[src/rtl/param_inv_pipe.sv]
// param_inv_pipe: WIDTH-bit words flow through a DEPTH-stage registered
// pipeline with valid/ready handshaking and bubble collapsing. The word is
// XORed with INV_MASK on its move into the last stage. The block also keeps
// an occupancy count (valid stages) and a wrapping delivered-word counter.
// Optional build macro: PARAM_INV_PIPE_SVA_EN compiles in assertions and a
// cover property; without it the RTL is functionally identical.
module param_inv_pipe #(
  parameter int                 WIDTH    = 5,
  parameter int                 DEPTH    = 2,
  parameter logic [WIDTH-1:0]   INV_MASK = {WIDTH{1'b1}},
  parameter int                 CNT_W    = 8,
  localparam int                OCC_W    = $clog2(DEPTH + 1)
) (
  input  logic             clk,
  input  logic             rst_n,
  input  logic             in_valid,
  input  logic [WIDTH-1:0] in_data,
  output logic             in_ready,
  output logic             out_valid,
  output logic [WIDTH-1:0] out_data,
  input  logic             out_ready,
  output logic [OCC_W-1:0] occupancy,
  output logic [CNT_W-1:0] delivered
);

  logic [DEPTH-1:0] v_q, v_d;
  logic [DEPTH-1:0] adv;
  logic [WIDTH-1:0] d_q [DEPTH];
  logic [WIDTH-1:0] d_d [DEPTH];
  logic [OCC_W-1:0] occ_q, occ_d;
  logic [CNT_W-1:0] dlv_q, dlv_d;
  logic             accept;

  // Ready chain: a stage advances when the stage ahead is empty or itself
  // advancing, so bubbles ahead of a stalled word are always filled.
  always_comb begin
    // NOTE: every combinational output gets a default first so no path
    // through the block leaves it unassigned and infers a latch.
    adv            = '0;
    adv[DEPTH-1]   = v_q[DEPTH-1] & out_ready;
    for (int k = DEPTH - 2; k >= 0; k--) begin
      adv[k] = v_q[k] & (~v_q[k+1] | adv[k+1]);
    end
  end

  assign in_ready  = ~v_q[0] | adv[0];
  assign accept    = in_valid & in_ready;
  assign out_valid = v_q[DEPTH-1];
  assign out_data  = d_q[DEPTH-1];
  assign occupancy = occ_q;
  assign delivered = dlv_q;

  // Next-state: load, move or clear each stage; data of a stage that
  // empties is left as-is, only its valid bit drops.
  always_comb begin
    v_d = v_q;
    d_d = d_q;
    v_d[0] = accept | (v_q[0] & ~adv[0]);
    if (accept) d_d[0] = in_data;
    for (int k = 1; k < DEPTH; k++) begin
      v_d[k] = adv[k-1] | (v_q[k] & ~adv[k]);
      if (adv[k-1]) begin
        d_d[k] = (k == DEPTH - 1) ? (d_q[k-1] ^ INV_MASK) : d_q[k-1];
      end
    end
    occ_d = '0;
    for (int k = 0; k < DEPTH; k++) begin
      occ_d = occ_d + OCC_W'(v_d[k]);
    end
    dlv_d = dlv_q + CNT_W'(out_valid & out_ready);
  end

  // Stage, occupancy and delivered-counter registers.
  always_ff @(posedge clk or negedge rst_n) begin
    if (!rst_n) begin
      v_q   <= '0;
      occ_q <= '0;
      dlv_q <= '0;
      // NOTE: the stage data array is reset too, because out_data must read
      // zero during reset; it is only DEPTH words, so this is cheap.
      for (int k = 0; k < DEPTH; k++) d_q[k] <= '0;
    end else begin
      // NOTE: sequential state uses non-blocking assignments so every
      // register samples pre-edge values regardless of statement order.
      v_q   <= v_d;
      d_q   <= d_d;
      occ_q <= occ_d;
      dlv_q <= dlv_d;
    end
  end

`ifdef PARAM_INV_PIPE_SVA_EN
  logic [WIDTH-1:0] first_q;
  logic             first_seen_q;

  // Remember the first word accepted after reset as the cover target.
  always_ff @(posedge clk or negedge rst_n) begin
    if (!rst_n) begin
      first_q      <= '0;
      first_seen_q <= 1'b0;
    end else if (accept && !first_seen_q) begin
      first_q      <= in_data;
      first_seen_q <= 1'b1;
    end
  end

  a_occ_max: assert property (@(posedge clk) disable iff (!rst_n)
    occupancy <= OCC_W'(DEPTH));

  a_out_stable: assert property (@(posedge clk) disable iff (!rst_n)
    (out_valid && !out_ready) |=> $stable(out_data));

  a_full_when_blocked: assert property (@(posedge clk) disable iff (!rst_n)
    !in_ready |-> &v_q);

  c_fill_and_deliver: cover property (@(posedge clk) disable iff (!rst_n)
    (occupancy == '0) ##(DEPTH + 8)
    (out_valid && out_ready && first_seen_q &&
     out_data == (first_q ^ INV_MASK) && occupancy == OCC_W'(DEPTH)));
`else
  // Default build: no properties compiled in.
`endif

endmodule

[config.mk]
export PLATFORM = sky130hd
export DESIGN_NAME = param_inv_pipe
export DESIGN_NICKNAME = d
export VERILOG_FILES = /design/src/rtl/param_inv_pipe.sv
export SDC_FILE = /design/constraint.sdc
export NUM_CORES = 1
export LEC_CHECK = 0
export CAP_MARGIN = 10
export CORE_UTILIZATION = 55
export CTS_CLUSTER_DIAMETER = 50
export DETAILED_ROUTE_END_ITERATION = 16
export DONT_BUFFER_PORTS = 1
export HOLD_SLACK_MARGIN = 0.05
export PLACE_DENSITY_LB_ADDON = 0.3
export SYNTH_ARGS = -nofsm -noshare
export SYNTH_HDL_FRONTEND = slang
export SYNTH_SLANG_ARGS = --single-unit
[constraint.sdc]
create_clock -name clk -period 3.6 [get_ports clk]
set_clock_uncertainty 0.05 [all_clocks]
set_input_delay 0.72 -clock clk [delete_from_list [all_inputs] [get_ports clk]]
set_output_delay 0.72 -clock clk [all_outputs]
set_load 0.005 [all_outputs]
* Yosys cells after proc, flatten, opt, wreduce, memory -nomap -nowiden
Cells that the tools add are included.
** Word-level totals
- Bits in registers :: 22
- Input port bits :: 9
- Output and inout port bits :: 17
- Logic and storage cells :: 22
** Operators by class
- $add $sub $neg :: 2
- Bitwise logic cells :: 15
** Operator list (count)
- $add 8x1->8 :: 1
- $and 1x1->1 :: 6
- $not 5->5 :: 1
- $not 1->1 :: 4
- $or 1x1->1 :: 4
- $add 1x1->2 :: 1

* Longest topological paths before layout
Gate-level depths: netlist of run 1.
- Depth in word-level cells :: 7
- Depth in mapped cells :: 5
- Mapped depth without buffers :: 5

* Worst setup path before layout of run 1
No wires, ideal clock.
- Path type :: input -> output
- From :: input port out_ready
- To :: output port in_ready
- Data required time :: 2830 ps
- Data arrival time :: 874 ps
- Path buffers :: 0
- Path slack :: 1956 ps
- Cell stages on the path :: 1
- Path through :: nand3b_4
** Between the ends
- Cells in the longest elaborated chain, start to end :: 4
** Ends and longest elaborated chain
- start: declaration :: RTL line 21 : input logic out_ready,
- $and 1x1->1 :: RTL line 40 : adv[DEPTH-1] = v_q[DEPTH-1] & out_ready;
- $or 1x1->1 :: RTL line 42 : adv[k] = v_q[k] & (~v_q[k+1] | adv[k+1]);
- $and 1x1->1 :: RTL line 42
- $or 1x1->1 :: RTL line 46 : assign in_ready = ~v_q[0] | adv[0];
- end: declaration :: RTL line 18 : output logic in_ready,
No other way between the ends.

* Worst setup path after layout of run 1
- From :: register v_q[1]
- To :: output port in_ready
** Between the ends
- Cells in the longest elaborated chain, start to end :: 4
- Elaborated cells between the ends (all ways) :: 5
- Those cells by class :: bitwise (5)
** Ends and longest elaborated chain
- start: declaration :: RTL line 26 : logic [DEPTH-1:0] v_q, v_d;
- start signal: assignment :: RTL line 85 : v_q <= v_d;
- $and 1x1->1 / $not 1->1 (equally long branches) :: RTL line 40, 42
- $or 1x1->1 * :: RTL line 42
- $and 1x1->1 * :: RTL line 42
- $or 1x1->1 * :: RTL line 46
Every way passes the cells marked *; elsewhere a longest branch is shown, timed or not.

==> metrics.yaml, run 1 <==
grt_pass1_wl_um: 1987
drc_errors: 0
r2r.worst_path.cells: 4
tns_ns: 0
power_density_nw_per_um2: 621.2
critPathCapture: "in_ready"
yosysWarnings: 0
worst-path-stages: 1
instances_no_fill: 81
cts_htree_levels: 1
hold_ws_ns: 0.4036
synth_top_cell_by_area: "dfrtp_1"
dp_hpwl_um: 849.5
vias: 430
syn_nets: 77
drt_iter0_drc: 4
cp.buffers_inverters: 0
leakage_nw: 0.4824
fp.coreArea_um2: 1541
hold_viol: 0
setup_violations: 0
drive_above_1_share: 0.2000
cp_slowest_cell: "dfrtp_1"
cp.required_ns: 2.83
path_clk_slew_ns: 0.11
grt_pass1_vias: 436
die_x_um: 43
netlist_instances: 65
r2r-start: "v_q[1]"
outcome: "finished, final reports clean"
vdd_drop_max_v: 0.0003479
die-area_um2: 1849
routed_wl_um: 1196
yosys-top-cells-area: "dfrtp_1, mux2_4, mux2i_1"
cts_resized: 0
wl_per_cell_um: 14.77
vias_per_cell: 5.309
area_growth_syn_to_layout_pct: 3.112
grt.overflow.total: 0
rr_endpoint: "delivered[2]"
ys_seq_elements: 22
cts-root-buf: "clkbuf_4"
cp_max_fo: 4
crit_chain: "nand3b_4"
cts_tree: "built"
num_rows: 14
portBuffers: 0
pin_count: 26
syn_area_um2: 924.6
ys_types: 16
max_stage_delay_ns: 0.46
start_util: 0.5998
crit_type: "flop to primary output"
die_h_um: 43
drv_cap: 0
rsz0062_at_grt: "false"
fin_util: 0.6185
ys_seq_area_frac: 0.5954
dp.cells: 76
total_power_mw: 0.5923
antenna_found_initial: 0
start_kind: "flop"
crit_path_end_kind: "primary output"
holdCritPathClass: "flop to flop"
nets: 78
worstMarginPinSlew_ns: 0.9581
synth.top_cell.area_share: 0.5954
cts_buffers: 3
globalplace.congestion: 0.6654
diodes: 0
worstPathArrival_ns: 0.88
ant_nets: 0
cts_max_path_buffers: 2
post_cts_buffers: 0
finalMaxSlewViolations: 0
avgSynthCellArea_um2: 14.23
fmax_ghz: 0.6068
period_share: 0.4578
slew_headroom: 0.3592
drt_first_pass_iters: 2
r2r_setup_slack_ns: 2.19
critPathTopFamily: "flip-flops"
min_period_ns: 1.648
crit_start: "v_q[1]"
grt_max_degree: 23
grtUsageTotal: 0.1551
cts_sinks: 22
clk-insertion-delay-late_ns: 0.30
[cell usage in the layout (no fill, tap or decap), drive strengths merged]
cell type    synthesis  final
nand3b               1      1
dfrtp               22     22
inv                  5      5
nand2b               2      2
and2                 1      1
xnor2                5      5
or2b                 1      1
ha                   3      3
dlygate4sd3          0      1
xor2                 1      1
mux2i                5      5
and3                 2      2
clkbuf               0      4
mux2                 5      5
nand2                2      2
nand3                5      5
[per-layer routing]
metal  global-route usage  up-vias  part of all wire
met2               0.2212       16              0.47
met1               0.1977      203              0.44
met4              0.09091        0            0.0075
li1                     -      209                 -
met3              0.06383        2             0.082
met5                    0        -                 0
[flip-flops by register name, indices dropped and copies added (netlist names)]
name,flops
occupancy,2
out_data,5
v_q,2
delivered,8
d_q,5
[stage by stage]
step / setup slack, ns / instance area, um^2
after floorplan: 1.956 / 924.6
after global placement: 1.940 / 907.1
after detailed placement: 1.926 / 907.1
after CTS: 1.890 / 953.4
after global routing: 1.754 / 953.4
final: 1.952 / 953.4
[synthesized netlist by cell type (all sizes together)]
library cell  count
and2              1
and3              2
buf               5
dfrtp            22
ha                3
inv               5
mux2              5
mux2i             5
nand2             2
nand2b            2
nand3             5
nand3b            1
or2b              1
xnor2             5
xor2              1
[cell families (layout without fill, tap and decap cells)]
group / count (synthesis) / after routing / share of synthesized area
DFF: 22 / 22 / 0.5954
and+or+nand+nor: 14 / 14 / 0.1110
muxes: 10 / 10 / 0.1353
buffers and inverters: 10 / 10 / 0.06090
xor gates and xnor gates: 6 / 6 / 0.05683
adders and majority gates: 3 / 3 / 0.04060
[worst min path at each step]
stage | startpoint | to | slack [ns] | cells past startpoint
2_1_floorplan | rst_n | d_q[5] | 0.37 | 0
3_3_place_gp | rst_n | delivered[4] | 0.37 | 0
3_5_place_dp | rst_n | delivered[6] | 0.37 | 0
4_1_cts | d_q[5] | out_data[0] | 0.41 | 1
5_1_grt | d_q[5] | out_data[0] | 0.43 | 1
6_report | d_q[5] | out_data[0] | 0.40 | 1
[power by group]
part	switching, mW	internal, mW
clock network	0.0692	0.0616
logic	0.0385	0.0514
registers	0.0625	0.309
total	0.170	0.422
[area by class of cell]
| type | instances | area (um^2) |
|---|---|---|
| clock buffer | 4 | 36.28 |
| fill | 137 | 588.1 |
| inverter | 5 | 18.77 |
| multi-input combinational | 33 | 317.8 |
| sequential | 22 | 550.5 |
| tap | 16 | 20.02 |
| timing repair buffer | 1 | 10.01 |
[timing repair]
item / CTS / global route
endpoints found under the hold margin: 22 / 0
hold buffers: 1 / 0
setup endpoints to repair: 0 / 0
Power figures use the tool's default switching activity.
==> run 2: changes to the inputs <==
--- a/config.mk
+++ b/config.mk
@@ -6,7 +6,7 @@
 export NUM_CORES = 1
 export LEC_CHECK = 0
 export CAP_MARGIN = 10
-export CORE_UTILIZATION = 55
+export CORE_UTILIZATION = 53
 export CTS_CLUSTER_DIAMETER = 50
 export DETAILED_ROUTE_END_ITERATION = 16
 export DONT_BUFFER_PORTS = 1
==> constraint.sdc (replaced) <==
create_clock -name clk -period 1.5 [get_ports clk]
set_clock_uncertainty 0.05 [all_clocks]
set_input_delay 0.3 -clock clk [delete_from_list [all_inputs] [get_ports clk]]
set_output_delay 0.3 -clock clk [all_outputs]
set_load 0.005 [all_outputs]
==> run 2 against run 1 <==
Total power is 140% higher. First-iteration DRC count down 25%. Design area is 0.39% higher. The run now ends with design-rule violations left. Critical path depth rose by 3. Largest cell class unchanged. Global-route usage is 0.95 points lower. Worst hold slack got worse by 0.31 ns. Wire length shrank 1.6%.
==> metrics.yaml, run 2 (synthesis gave the netlist of run 1 again) <==
outcome: "finished with violations"  # was finished, final reports clean
violations: "design-rule violations"
ant_nets: 0  # unchanged
swShare: 0.2890  # was 0.2874
grtUsageTotal: 0.1456  # was 0.1551
worstMarginPinSlew_ns: 0.9416  # was 0.9581 ns
power_frac_comb: 0.152  # about the same
vdd_drop_max_v: 0.0005939  # was 0.0003479 V
period_share: 0.9428
vias_per_cell: 5.432  # was 5.309
place_area_um2: 907.1  # unchanged
die_h_um: 43.77  # was 43 um
cp_max_fo: 4  # unchanged
worstPathArrival_ns: 1.55  # was 0.88 ns
finalMaxSlewViolations: 0  # unchanged
cts_sinks: 22  # unchanged
globalplace.congestion: 0.7464  # was 0.6654
crit_path_end_kind: "flop"  # was primary output
place_ws_ns: 0.08941  # was 1.926 ns
diodes: 0  # unchanged
nets: 78  # unchanged
final_cell_area_um2: 957.2  # was 953.4 um^2
grt_pass1_vias: 490  # was 436
grt_max_degree: 23  # unchanged
grt_util_met3: 0.02917  # was 0.06383
clkPwrFrac: 0.221  # about the same
met2_usage: 0.2448  # was 0.2212
vias: 440  # was 430
cts_tree: "built"  # unchanged
num_rows: 14  # unchanged
r2r_setup_slack_ns: 0.09  # was 2.19 ns
crit_type: "flop to flop"  # was flop to primary output
crit_start: "v_q[1]"  # unchanged
path_clk_slew_ns: 0.12  # was 0.11 ns
largest_register_ff_count: 8  # unchanged
start_kind: "flop"  # unchanged
fp.coreArea_um2: 1559  # was 1541 um^2
cts-root-buf: "clkbuf_4"  # unchanged
hold_viol: 0  # unchanged
cts_htree_levels: 1  # unchanged
clk-insertion-delay-late_ns: 0.29  # was 0.30 ns
drive_above_1_share: 0.2154  # was 0.2000
netSwitchingPower_mw: 0.4118  # was 0.1702 mW
min_from: "in_valid"  # was d_q[5]
wl_per_cell_um: 14.53  # was 14.77 um
critPathCapture: "delivered[2]"  # was in_ready
drc_errors: 1  # was 0
rr_endpoint: "delivered[2]"  # unchanged
power_density_nw_per_um2: 1489  # was 621.2 nW/um^2
internal-power_mw: 1.013  # was 0.4220 mW
cts_buffers: 3  # unchanged
leakage_nw: 0.4906  # was 0.4824 nW
cts_max_path_buffers: 2  # unchanged
holdCritPathClass: "primary input to flop"  # was flop to flop
drt_first_pass_iters: 9  # was 2
min_period_ns: 1.414
drv_cap: 0  # unchanged
grt.overflow.total: 0  # unchanged
area_growth_syn_to_layout_pct: 3.518  # was 3.112%
post_cts_buffers: 0  # unchanged
final_common_cell: "dfrtp_1"  # unchanged
slew_headroom: 0.3723  # was 0.3592
fin_ws_ns: 0.08585  # was 1.952 ns
instances_no_fill: 81  # unchanged
routed_wl_um: 1177  # was 1196 um
dp_hpwl_um: 878.5  # was 849.5 um
use_met1: 0.1846  # was 0.1977
tns_ns: 0  # unchanged
setup_violations: 0  # unchanged
antenna_found_initial: 0  # unchanged
cp.required_ns: 1.64  # was 2.83 ns
dp.cells: 76  # unchanged
fmax_ghz: 0.7071
portBuffers: 0  # unchanged
die_x_um: 43.77  # was 43 um
drt_iter0_drc: 3  # was 4
pin_count: 26  # unchanged
rsz0062_at_grt: "false"  # unchanged
r2r.worst_path.cells: 4  # unchanged
grt_pass1_wl_um: 2042  # was 1987 um
fin_util: 0.6140  # was 0.6185
r2r-start: "v_q[1]"  # unchanged
busiest_layer: "met2"  # unchanged
start_util: 0.5931  # was 0.5998
seqPwrFrac: 0.627  # about the same
die-area_um2: 1916  # was 1849 um^2
## run 2: cell types whose count changed in the layout (fill, tap and decap cells not counted), sizes merged
| cell | previous run | this run |
|---|---|---|
| dlymetal6s4s | 0 | 1 |
| dlygate4sd3 | 1 | 0 |
## run 2: worst min-delay path by stage
stage	end	slack [ns]	depth (start not counted)
5_1_grt	d_q[7]	0.08	1
3_3_place_gp	delivered[3]	-0.04	0
2_1_floorplan	d_q[5]	-0.05	0
3_5_place_dp	delivered[6]	-0.05	0
4_1_cts	v_q[0]	0.09	1
6_report	v_q[0]	0.09	1
## run 2: timing repair
| item | 4_1_cts | 5_1_grt |
|---|---|---|
| gates resized for setup | 0 | 2 |
| hold endpoints to repair | 22 | 0 |
| hold buffers | 1 | 0 |
| endpoints found under the setup margin | 0 | 2 |
## run 2: cell type report
class                      instances  area, um^2
fill                             136       601.8
sequential                        22       551.8
multi-input combinational         33       317.8
clock buffer                       4       36.28
tap                               16       20.02
inverter                           5       18.77
timing repair buffer               1       12.51
## run 2: power groups by stage
stage / combinational, mW / sequential, mW / clock, mW
final: 0.216 / 0.894 / 0.315
after global routing: 0.250 / 0.925 / 0.340
after CTS: 0.221 / 0.897 / 0.325
after detailed placement: 0.208 / 0.910 / 0
after global placement: 0.201 / 0.907 / 0
after floorplan: 0.238 / 0.866 / 0
## run 2: critical path: stages, from the launching register on
cell,delay (ns)
dfrtp_2,0.46
and2_2,0.18
ha_1,0.22
ha_1,0.23
xor2_1,0.17
## run 2: metrics by stage
stage | power, mW | hold slack (ns)
2_1_floorplan | 1.104 | -0.04559
3_3_place_gp | 1.108 | -0.04494
3_5_place_dp | 1.118 | -0.04507
4_1_cts | 1.443 | 0.08782
5_1_grt | 1.514 | 0.08229
6_report | 1.425 | 0.09134
## run 2: layer usage
layer | up-vias | wire, um
met2 | 13 | 539
met4 | 0 | 9
li1 | 209 | -
met3 | 2 | 56
met1 | 216 | 571
met5 | - | 0
==> run 3: changes to the inputs <==
--- a/config.mk
+++ b/config.mk
@@ -6,12 +6,13 @@
 export NUM_CORES = 1
 export LEC_CHECK = 0
 export CAP_MARGIN = 10
+export CORE_MARGIN = 2
 export CORE_UTILIZATION = 53
 export CTS_CLUSTER_DIAMETER = 50
 export DETAILED_ROUTE_END_ITERATION = 16
 export DONT_BUFFER_PORTS = 1
 export HOLD_SLACK_MARGIN = 0.05
-export PLACE_DENSITY_LB_ADDON = 0.3
+export PLACE_DENSITY = 0.77
 export SYNTH_ARGS = -nofsm -noshare
 export SYNTH_HDL_FRONTEND = slang
 export SYNTH_SLANG_ARGS = --single-unit
==> run 3 against run 2 <==
Cell count up 1.2%. Utilization is 4.7 points lower. The run now ends clean. Highest routed layer is now met3. Setup slack gained 0.015 ns. Via count is the same. Design area increased by 0.13%. Combinational power is 5% higher. Total power rose by 0.42%. Die area up 9.3%.
==> metrics.yaml, run 3 (synthesis gave the netlist of run 1 again) <==
post_cts_buffers: 0  # unchanged
globalplace.congestion: 0.6908  # was 0.7464
grt.overflow.total: 0  # unchanged
vdd_drop_max_v: 0.0007438  # was 0.0005939 V
rsz0062_at_grt: "false"  # unchanged
cts_sinks: 22  # unchanged
hold_ws_ns: 0.08945  # was 0.09134 ns
clkPwrFrac: 0.216  # was 0.221
cp.buffers_inverters: 0  # unchanged
hold_viol: 0  # unchanged
routed_wl_um: 1250  # was 1177 um
holdCritPathClass: "primary input to flop"  # unchanged
cts_buffers: 3  # unchanged
cp.required_ns: 1.67  # was 1.64 ns
final_cell_area_um2: 958.4  # was 957.2 um^2
area_growth_syn_to_layout_pct: 3.654  # was 3.518%
fin_util: 0.5674  # was 0.6140
vias: 440  # unchanged
grt_max_degree: 23  # unchanged
cp_slowest_cell: "dfrtp_2"  # unchanged
start_util: 0.5474  # was 0.5931
power_frac_comb: 0.158  # was 0.152
max_stage_delay_ns: 0.46  # about the same
wl_per_cell_um: 15.24  # was 14.53 um
drt_iter0_drc: 0  # was 3
worstPathArrival_ns: 1.57  # was 1.55 ns
multi_input_area_um2: 320.3  # was 317.8 um^2
cts-root-buf: "clkbuf_4"  # unchanged
fp.coreArea_um2: 1689  # was 1559 um^2
regArea_um2: 551.8  # unchanged
grt_pass1_wl_um: 1918  # was 2042 um
die-area_um2: 2095  # was 1916 um^2
largest_register_ff_count: 8  # unchanged
cts_tree: "built"  # unchanged
vias_per_cell: 5.366  # was 5.432
drt_first_pass_iters: 1  # was 9
min_period_ns: 1.399  # was 1.414 ns
pin_count: 26  # unchanged
slew_headroom: 0.3776  # was 0.3723
drc_errors: 0  # was 1
seqPwrFrac: 0.626  # was 0.627
cts_htree_levels: 1  # unchanged
total_power_mw: 1.431  # was 1.425 mW
critPathTopFamily: "flip-flops"  # unchanged
period_share: 0.9325  # was 0.9428
swShare: 0.2882  # was 0.2890
start_kind: "flop"  # unchanged
leakage_nw: 0.4798  # was 0.4906 nW
die_x_um: 45.77  # was 43.77 um
num_rows: 15  # was 14
diodes: 0  # unchanged
portBuffers: 0  # unchanged
worstMarginPinSlew_ns: 0.9305  # was 0.9416 ns
power_density_nw_per_um2: 1493  # was 1489 nW/um^2
die_h_um: 45.77  # was 43.77 um
internal-power_mw: 1.019  # was 1.013 mW
grtUsageTotal: 0.1323  # was 0.1456
final_common_cell: "dfrtp_1"  # unchanged
nets: 78  # unchanged
antenna_found_initial: 0  # unchanged
ant_nets: 0  # unchanged
outcome: "finished, final reports clean"  # was finished with violations
cts_max_path_buffers: 2  # unchanged
setup_violations: 0  # unchanged
grt_pass1_vias: 432  # was 490
clk-insertion-delay-late_ns: 0.29  # about the same
tns_ns: 0  # unchanged
crit_chain: "and2_2 > ha_1 > ha_2 > nand3_1 > xnor2_1"  # was and2_2 > ha_1 > ha_1 > xor2_1
drive_above_1_share: 0.2308  # was 0.2154
cp_max_fo: 4  # unchanged
place_area_um2: 908.4  # was 907.1 um^2
fill_cells: 144  # was 136
crit_type: "flop to flop"  # unchanged
drv_cap: 0  # unchanged
dp_hpwl_um: 935  # was 878.5 um
crit_path_end_kind: "flop"  # unchanged
fmax_ghz: 0.7149  # was 0.7071 GHz
finalMaxSlewViolations: 0  # unchanged
netSwitchingPower_mw: 0.4125  # was 0.4118 mW
path_clk_slew_ns: 0.11  # was 0.12 ns
[run 3: path summary, 6_finish.rpt]
| path | start | end | slack (ns) | cells past startpoint |
|---|---|---|---|---|
| hold reg to reg | d_q[6] | out_data[1] | 0.40 | 1 |
| setup reg to reg | v_q[1] | delivered[6] | 0.10 | 5 |
| hold / removal | in_valid | v_q[0] | 0.09 | 1 |
| max in group asynchronous | rst_n | v_q[1] | 0.24 | 1 |
| min in group asynchronous | rst_n | delivered[6] | 0.53 | 1 |
| setup / recovery | v_q[1] | delivered[6] | 0.10 | 5 |
[run 3: routing by layer]
layer | wire (um) | track usage | up-vias
li1 | - | - | 212
met1 | 561 | 0.1792 | 214
met2 | 630 | 0.2000 | 14
met3 | 57 | 0.03968 | 0
met4 | 0 | 0.05143 | 0
met5 | 0 | 0 | -
[run 3: worst reg2reg max path: cells and delay by family, from the launching register on]
| family | cells | cell delay [ns] |
|---|---|---|
| adder cells (fa/ha/maj) | 2 | 0.41 |
| AND/OR/NAND/NOR | 2 | 0.28 |
| XOR/XNOR | 1 | 0.13 |
| flip-flops | 1 | 0.46 |
[run 3: final cells by class]
class,instances,area share
inverters,5,0.01958
multi-input cells,33,0.3342
repair buffers,1,0.01044
well taps,17,0.02219
clock buffers,4,0.03786
flip-flops and latches,22,0.5757
[run 3: timing repair]
item | in CTS | in global routing
endpoints found under the setup margin | 0 | 2
hold buffers | 1 | 0
resized for setup | 0 | 2
endpoints found under the hold margin | 22 | 0
[run 3: through the flow]
step,instances,setup slack (ns)
floorplan,65,0.1524
global placement,77,0.1055
detailed placement,77,0.07442
CTS,82,0.04788
global route,82,0.01923
finish,82,0.1013
[run 3: power groups by stage]
stage,registers (mW),logic [mW],clock network [mW]
2_1_floorplan,0.866,0.238,0
3_3_place_gp,0.905,0.200,0
3_5_place_dp,0.911,0.216,0
4_1_cts,0.899,0.228,0.317
5_1_grt,0.921,0.264,0.347
6_report,0.896,0.227,0.309
